--- src/rtl/hangy_pkg.sv ---
// Shared constants for the hangman game: state encoding, word geometry and word ROM.
package hangy_pkg;

  localparam int LETTER_W       = 5;
  localparam int WORD_LEN       = 5;
  localparam int WORD_W         = LETTER_W * WORD_LEN;
  localparam int ROM_DEPTH      = 4;
  localparam int ROM_IDX_W      = $clog2(ROM_DEPTH);
  localparam int DEF_MAX_MISSES = 6;

  typedef enum logic [3:0] {
    IDLE = 4'd0,
    GEN  = 4'd1,
    WAIT = 4'd2,
    CMP0 = 4'd3,
    HIT0 = 4'd4,
    CMP1 = 4'd5,
    HIT1 = 4'd6,
    CMP2 = 4'd7,
    HIT2 = 4'd8,
    CMP3 = 4'd9,
    HIT3 = 4'd10,
    CMP4 = 4'd11,
    HIT4 = 4'd12,
    MISS = 4'd13,
    WIN  = 4'd14,
    LOSE = 4'd15
  } state_t;

  // Position 0 of each word sits in the top letter slot (bits 24:20).
  function automatic logic [WORD_W-1:0] word_rom(input logic [ROM_IDX_W-1:0] idx);
    case (idx)
      2'd0:    word_rom = 25'b01101_01110_10011_10001_00101;
      2'd1:    word_rom = 25'b01000_00101_01100_01100_01111;
      2'd2:    word_rom = 25'b00001_10000_10000_01100_00101;
      default: word_rom = 25'b00011_10010_00001_01110_00101;
    endcase
  endfunction

endpackage

--- src/rtl/hangy_controller.sv ---
// Game sequencer: start, guess latch, letter-by-letter compare walk, hit/miss bookkeeping.
// state | meaning: IDLE await start | GEN load word | WAIT await guess | CMPk compare slot k
//       | HITk mark slot k | MISS count miss | WIN/LOSE hold until return
module hangy_controller
  import hangy_pkg::*;
#(
  parameter int MAX_MISSES = DEF_MAX_MISSES
) (
  input  logic       clk,
  input  logic       reset,
  input  logic [5:0] chip_input,
  input  logic [4:0] match,
  input  logic [4:0] found,
  input  logic [2:0] misses,
  output logic [3:0] state_out,
  output logic       gen_word,
  output logic       latch_guess,
  output logic [4:0] set_found,
  output logic       inc_miss
);

  state_t state = IDLE;
  state_t state_next;

  logic       strobe;
  logic [4:0] code;

  assign strobe    = chip_input[5];
  assign code      = chip_input[4:0];
  assign state_out = state;

  always_ff @(posedge clk or posedge reset) begin
    if (reset) state <= IDLE;
    else       state <= state_next;
  end

  always_comb begin
    state_next  = state;
    gen_word    = 1'b0;
    latch_guess = 1'b0;
    set_found   = 5'b00000;
    inc_miss    = 1'b0;
    case (state)
      IDLE: if (chip_input == 6'b111111) state_next = GEN;
      GEN: begin
        gen_word   = 1'b1;
        state_next = WAIT;
      end
      WAIT: begin
        if (strobe && code == 5'd0) begin
          state_next = IDLE;
        end else if (strobe && code >= 5'd1 && code <= 5'd26) begin
          latch_guess = 1'b1;
          state_next  = CMP0;
        end
      end
      CMP0: state_next = match[4] ? HIT0 : CMP1;
      CMP1: state_next = match[3] ? HIT1 : CMP2;
      CMP2: state_next = match[2] ? HIT2 : CMP3;
      CMP3: state_next = match[1] ? HIT3 : CMP4;
      CMP4: state_next = match[0] ? HIT4 : MISS;
      HIT0: set_found = 5'b10000;
      HIT1: set_found = 5'b01000;
      HIT2: set_found = 5'b00100;
      HIT3: set_found = 5'b00010;
      HIT4: set_found = 5'b00001;
      MISS: begin
        inc_miss   = 1'b1;
        state_next = (int'(misses) + 1 >= MAX_MISSES) ? LOSE : WAIT;
      end
      WIN, LOSE: if (strobe && code == 5'd0) state_next = IDLE;
      default: state_next = IDLE;
    endcase
    // Every HIT state resolves against the mask as it will look after this hit.
    if (set_found != 5'b00000)
      state_next = ((found | set_found) == 5'b11111) ? WIN : WAIT;
  end

endmodule

--- src/rtl/hangy.sv ---
// Hangman top: word/found/miss datapath plus registered status output around the sequencer.
module hangy
  import hangy_pkg::*;
#(
  parameter int MAX_MISSES = DEF_MAX_MISSES
) (
  input  logic       clk,
  input  logic       reset,
  input  logic [5:0] chip_input,
  output logic [6:0] chip_output
);

  logic [WORD_W-1:0]    word;
  logic [ROM_IDX_W-1:0] word_idx = '0;
  logic [4:0]           found;
  logic [2:0]           misses;
  logic [LETTER_W-1:0]  guess;
  logic [6:0]           out_q = '0;
  logic [4:0]           match;
  logic [3:0]           cur_state;
  logic                 gen_word;
  logic                 latch_guess;
  logic [4:0]           set_found;
  logic                 inc_miss;

  assign chip_output = out_q;

  // found[i] and word[i*5 +: 5] both describe position 4-i.
  always_comb begin
    match = '0;
    for (int i = 0; i < WORD_LEN; i++)
      match[i] = (word[i*LETTER_W +: LETTER_W] == guess) && !found[i];
  end

  hangy_controller #(
    .MAX_MISSES(MAX_MISSES)
  ) controlly (
    .clk        (clk),
    .reset      (reset),
    .chip_input (chip_input),
    .match      (match),
    .found      (found),
    .misses     (misses),
    .state_out  (cur_state),
    .gen_word   (gen_word),
    .latch_guess(latch_guess),
    .set_found  (set_found),
    .inc_miss   (inc_miss)
  );

  always_ff @(posedge clk or posedge reset) begin : daty
    if (reset) begin
      word     <= '0;
      word_idx <= '0;
      found    <= '0;
      misses   <= '0;
      guess    <= '0;
      out_q    <= '0;
    end else begin
      if (gen_word) begin
        word     <= word_rom(word_idx);
        word_idx <= word_idx + 1'b1;
        found    <= '0;
        misses   <= '0;
      end else begin
        found <= found | set_found;
        if (inc_miss && misses != 3'd7) misses <= misses + 3'd1;
      end
      if (latch_guess) guess <= chip_input[LETTER_W-1:0];
      out_q <= {cur_state == LOSE, cur_state == WIN, found};
    end
  end

endmodule

--- config.mk ---
export PLATFORM = sky130hd
export DESIGN_NAME = hangy
export DESIGN_NICKNAME = d
export VERILOG_FILES = /design/src/rtl/hangy_pkg.sv /design/src/rtl/hangy_controller.sv /design/src/rtl/hangy.sv
export SDC_FILE = /design/constraint.sdc
export NUM_CORES = 1
export LEC_CHECK = 0
export CORE_AREA = 8 8 74 76
export DETAILED_ROUTE_END_ITERATION = 8
export DIE_AREA = 0 0 82 84
export PLACE_DENSITY = 0.69
export SLEW_MARGIN = 20
export SYNTH_ARGS = -nofsm -noshare
export SYNTH_HDL_FRONTEND = slang
export SYNTH_SLANG_ARGS = --single-unit
--- constraint.sdc ---
create_clock -name clk -period 2.9 [get_ports clk]
set_clock_uncertainty 0.2 [all_clocks]
set_input_delay 0.29 -clock clk [delete_from_list [all_inputs] [get_ports clk]]
set_output_delay 0.29 -clock clk [all_outputs]
set_load 0.05 [all_outputs]
==> metrics.txt, run 1 <==
antenna violations before repair 0; vias in the first global route between 1,500 and 2,000; Static Leak between 1 and 1.5 nW; Syn Area/Cell around 9.3 sq um; Post-Syn Area 2106 sq um; Setup WS post-layout roughly 750 ps; CTS clk-pin slew, worst paths 70 ps; YS warnings 0; PwrDens 1094 nW/um^2; total number of vias between 1,500 and 2,000; worst slew pin tran 753.8 ps; routability cong. roughly 0.80; VDD IR-drop max approximately 0.00037 V; clock sinks 36; CP required 2880 ps; row count 24; cts hold-fix bufs 0; Finished Cell Area between 2000 and 2500 sq um; remaining antenna violation count 0; Slew Limit Fails 0; syn_nets 243; Startpoint Class flip-flop; FMAX 464.1 MHz; proportion of layout cells with a drive suffix above 1 0.06009; Max-slew headroom 0.4975; number of synthesized register bits 36; initial core utilization 0.4938; CTS resizes 0; drt initial violations between 150 and 200; crit path max fanout 3; CTS Root Cell clkbuf_8; setup repair after global routing missed its margin false; post-route minimum period about 2200 ps; CTS tree yes; Worst EP arrival between 2000 and 2500 ps; core area ~4300 sq um; largest net degree at the start of global routing 37; Setup CP Type reg2reg; Hold Crit Class in2async; CTS H-tree lvls 2; maximum clock insertion buffer count 2; first-pass GRT wire length between 7 and 8 mm; Gate power share 0.436; P_sw roughly 1.1 mW; Fin. Hold Viols 0; reg2reg end controlly.state_out[2]$_DFFE_PP0P_; switching share of power 0.4466; Seq pwr share 0.422; GRT Total Usage 0.1369; internal power around 1.4 mW; register area share after synthesis 0.4278; DRT Pass-1 Iters 4; Critical path origin misses[0]$_DFFE_PP0P_; gr ovfl total 0; R2R Path Start misses[0]$_DFFE_PP0P_; Die ar. 6888 sq um; CTS Buf Count 5; DR DRC count 0; worst hold margin approximately 200 ps; max cap viols 0; setup TNS 0 ps; Die W around 82 um; CP Capture Type flip-flop; I/O Buffers 14; R2R depth 7; DRT Wirelength between 4 and 5 mm; # IOs 15; ys async rst share 1.000; status finished clean; Antenna diodes 0; Die Y between 80 and 90 um; Synth-to-Final Area Change 10.70%; final period utilization 0.7431; Skew-Pair Late Insertion Delay between 200 and 300 ps; Synth Flop Type dfrtp_1; Avg WL per Cell roughly 15 um; DR vias/cell between 5 and 6; number of synthesized flops with an enable pin 0; placed instance area 2241 sq um; most frequent cells in the layout nand2_1 (36), dfrtp_1 (36), clkdlybuf4s50_1 (14); Setup Buffers After CTS 0; Finish-stage setup viols 0; R2R Setup Slk 750 ps; cells after synthesis between 200 and 250; Yosys cell types 47; DPL Wire Length roughly 2.9 mm; Place WS 623.6 ps; Final nets ~250; clock share of power 0.142
[cells in the mapped netlist, types with 6 or more instances]
cell type	instances	area (sq um)
buf_2	14	70.07
xnor2_1	7	61.31
a21oi_1	6	30.03
nor2_1	13	48.80
ha_1	9	112.6
o21ai_1	7	35.03
nor3_1	9	45.04
nand2_1	36	135.1
dfrtp_1	36	900.9
o21ai_0	10	50.05
xor2_1	8	70.07
[kinds of logic after synthesis]
kind of cell / synth area share
compound gates: 0.1557
xor+xnor: 0.06239
fa+ha+maj: 0.05348
buf+inv: 0.05288
flops: 0.4278
mux: 0.03624
simple gates: 0.2115
[sequential cells by signal, indices dropped and copies added, names as in the netlist]
signal,count
chip_output,7
controlly.state_out,4
found,5
guess,5
misses,3
word,10
word_idx,2
[per-stage QoR]
step	util	power (mW)	std cells
floorplan	-	1.960	226
global placement	0.5255	2.171	277
detailed placement	0.5255	2.203	277
CTS	0.5467	2.573	285
global route	0.5467	2.799	285
finish	0.5467	2.551	285
[layer usage]
layer  routed length, um  global-route usage  vias up
li1                    -                   -      806
met4                  48             0.04313        0
met5                   0                   0        -
met2                1929              0.2004       32
met3                 229             0.04634        5
met1                1977              0.1822      756
[worst max-delay path, cell delays in order (launching register included)]
cell and delay, ps:
dfrtp_1 410, ha_1 210, ha_1 280, a22oi_1 230
o2bb2ai_1 130, a31o_1 190, a32o_1 210, a31o_1 180
[how the worst max path moves through the flow]
stage / end / cells after the start
after global routing: controlly.state_out[2]$_DFFE_PP0P_ / 5
after detailed placement: controlly.state_out[2]$_DFFE_PP0P_ / 6
after global placement: controlly.state_out[2]$_DFFE_PP0P_ / 6
after CTS: controlly.state_out[2]$_DFFE_PP0P_ / 7
final: controlly.state_out[2]$_DFFE_PP0P_ / 7
after floorplan: controlly.state_out[2]$_DFFE_PP0P_ / 7
[power by group through the flow]
stage | logic, mW | registers [mW] | clock network (mW)
after global placement | 1.10 | 1.08 | 0
after detailed placement | 1.12 | 1.09 | 0
after CTS | 1.12 | 1.08 | 0.372
after global routing | 1.26 | 1.14 | 0.402
after floorplan | 1.03 | 0.931 | 0
final | 1.11 | 1.08 | 0.362
[layout make-up]
cell class	count	area, sq um
fillers	400	1933
inverters	5	18.77
well taps	52	65.06
clock buffers	8	90.09
flip-flops and latches	36	900.9
multi-input cells	167	1094
repair buffers	17	162.7
No activity file was read; power rests on OpenSTA's default activity.
==> run 2: changes to the inputs <==
- clock period: 2.9 -> 2.1 ns (I/O delays scaled with it)
==> run 2 against run 1 <==
  * Die area is the same
  * Clock power rose by 44%
  * Non-clock buffer count is 14 higher
  * Total power increased by 44%
  * Register-to-register slack worse by 620 ps
  * Via count up 3.9%
  * Clock-buffer cell count is 1 lower
  * Critical path depth unchanged
==> metrics.txt, run 2 (synthesis results as in run 1) <==
status finished clean (unchanged); CTS tree yes (unchanged); CP Cell Sequence ha_1 > ha_4 > a22oi_2 > o2bb2ai_1 > a31o_1 > a32o_1 > a31o_1 (was ha_1 > ha_1 > a22oi_1 > o2bb2ai_1 > a31o_1 > a32o_1 > a31o_1); antenna violations before repair 0 (unchanged); Finish-stage setup viols 0 (unchanged); DRT Pass-1 Iters 4 (unchanged); setup repair after global routing missed its margin false (unchanged); CTS H-tree lvls 2 (unchanged); PwrDens 1493 nW/um^2 (was 1094 nW/um^2); fin cells 298 (was 285); CTS Root Cell clkbuf_8 (unchanged); GRT Total Usage 0.1359 (was 0.1369); DR vias/cell 5.577 (was 5.611); largest net degree at the start of global routing 37 (unchanged); Startpoint Class flip-flop (unchanged); DPL Wire Length 3.002 mm (was 2.894 mm); core area 4264 sq um (unchanged); DR DRC count 0 (unchanged); Most flops, register word (unchanged); Final nets 263 (was 249); worst slew pin tran 502.6 ps (was 753.8 ps); VDD IR-drop max 0.0004703 V (was 0.0003658 V); proportion of layout cells with a drive suffix above 1 0.1260 (was 0.06009); most frequent cells in the layout nand2_1 (36), dfrtp_1 (36), buf_4 (17) (was nand2_1 (36), dfrtp_1 (36), clkdlybuf4s50_1 (14)); total number of vias 1,662 (was 1,599); Top Family by Delay on Critical Path compound AO/OA/AOI/OAI gates (unchanged); Static Leak 1.078 nW (was 1.006 nW); Place WS 2.630 ps (was 623.6 ps); Worst EP arrival 1960 ps (was 2140 ps); first-pass GRT wire length 7.507 mm (was 7.493 mm); Worst path most repeated cell a31o_1; Skew-Pair Late Insertion Delay 290 ps (about the same); Die ar. 6888 sq um (unchanged); Finished Cell Area 2460 sq um (was 2331 sq um); CP Capture Type flip-flop (unchanged); vias in the first global route 1,593 (was 1,569); cts hold-fix bufs 0 (unchanged); CTS Buf Count 5 (unchanged); Hold Crit Class in2async (unchanged); Setup WS post-layout 122.0 ps (was 745.1 ps); Max-slew headroom 0.6639 (was 0.4975); CTS clk-pin slew, worst paths 70 ps (about the same); Die W 82 um (unchanged); row count 24 (unchanged); # IOs 15 (unchanged); Fin. Hold Viols 0 (unchanged); Avg WL per Cell 13.89 um (was 14.68 um); clock sinks 36 (unchanged); CP required 2080 ps (was 2880 ps); maximum clock insertion buffer count 2 (unchanged); Synth-to-Final Area Change 16.82% (was 10.70%); post-route minimum period 1978 ps (was 2155 ps); max incr delay on CP 380 ps (was 410 ps); initial core utilization 0.4938 (unchanged); routability cong. 0.8365 (was 0.7995); drt initial violations 105 (was 162); Die Y 84 um (unchanged); final period utilization 0.9419 (was 0.7431); Antenna diodes 0 (unchanged); Setup CP Type reg2reg (unchanged); gr ovfl total 0 (unchanged); crit path max fanout 2 (was 3); max cap viols 0 (unchanged); DRT Wirelength 4.140 mm (was 4.185 mm); setup TNS 0 ps (unchanged); FMAX 505.6 MHz (was 464.1 MHz); max FFs per register 10 (unchanged); I/O Buffers 14 (unchanged); Buffers & Inverters on Critical Path 0 (unchanged); remaining antenna violation count 0 (unchanged); Slew Limit Fails 0 (unchanged); placed instance area 2346 sq um (was 2241 sq um); cell count after placement 291 (was 277); CP max-delay cell dfrtp_1 (unchanged)
run 2: routing by layer:
metal	track usage	routed length, um	share of wire
met1	0.1768	1965	0.47
met3	0.03772	221	0.053
met5	0	0	0
met4	0.04792	57	0.014
met2	0.2069	1895	0.46
run 2: report_power, final:
group / internal (mW) / total, mW / switching (mW)
clock network: 0.292 / 0.523 / 0.231
logic: 0.815 / 1.76 / 0.947
registers: 0.978 / 1.39 / 0.411
run 2: through the flow:
step / hold slack [ps] / total power [mW] / utilization
after floorplan: 144.7 / 2.706 / -
final: 121.0 / 3.673 / 0.5769
after global routing: 187.0 / 4.009 / 0.5769
after CTS: 136.7 / 3.701 / 0.5739
after detailed placement: 277.6 / 3.160 / 0.5502
after global placement: 276.8 / 3.134 / 0.5502
run 2: path summary, 6_finish.rpt:
| check | start | end | slack, ps | cells past startpoint |
|---|---|---|---|---|
| worst min register to register | word[2]$_DFFE_PP0P_ | word[2]$_DFFE_PP0P_ | 290 | 1 |
| worst min-delay path | reset | misses[2]$_DFFE_PP0P_ | 120 | 3 |
| worst max register to register | misses[0]$_DFFE_PP0P_ | controlly.state_out[2]$_DFFE_PP0P_ | 120 | 7 |
| min in group clk | word[2]$_DFFE_PP0P_ | word[2]$_DFFE_PP0P_ | 290 | 1 |
| worst max-delay path | misses[0]$_DFFE_PP0P_ | controlly.state_out[2]$_DFFE_PP0P_ | 120 | 7 |
| max in group asynchronous | reset | guess[1]$_DFFE_PP0P_ | 1260 | 3 |
run 2: cell type report:
class	count	area, sq um
Sequential cell	36	900.9
Fill cell	388	1804
Inverter	5	18.77
Tap cell	52	65.06
Clock buffer	7	96.34
Timing Repair Buffer	31	267.8
Multi-Input combinational cell	167	1111
run 2: worst min-delay path: stages:
cell,delay [ps]
clkdlybuf4s50_1,390
inv_1,50
buf_4,390
run 2: what timing repair did:
| item | in CTS | in global routing |
|---|---|---|
| resized for setup | 1 | 1 |
| gates cloned | 0 | 0 |
| buffers inserted | 0 | 0 |
| pin swaps | 0 | 1 |
| endpoints found under the hold margin | 0 | 0 |
| setup endpoints to repair | 1 | 2 |
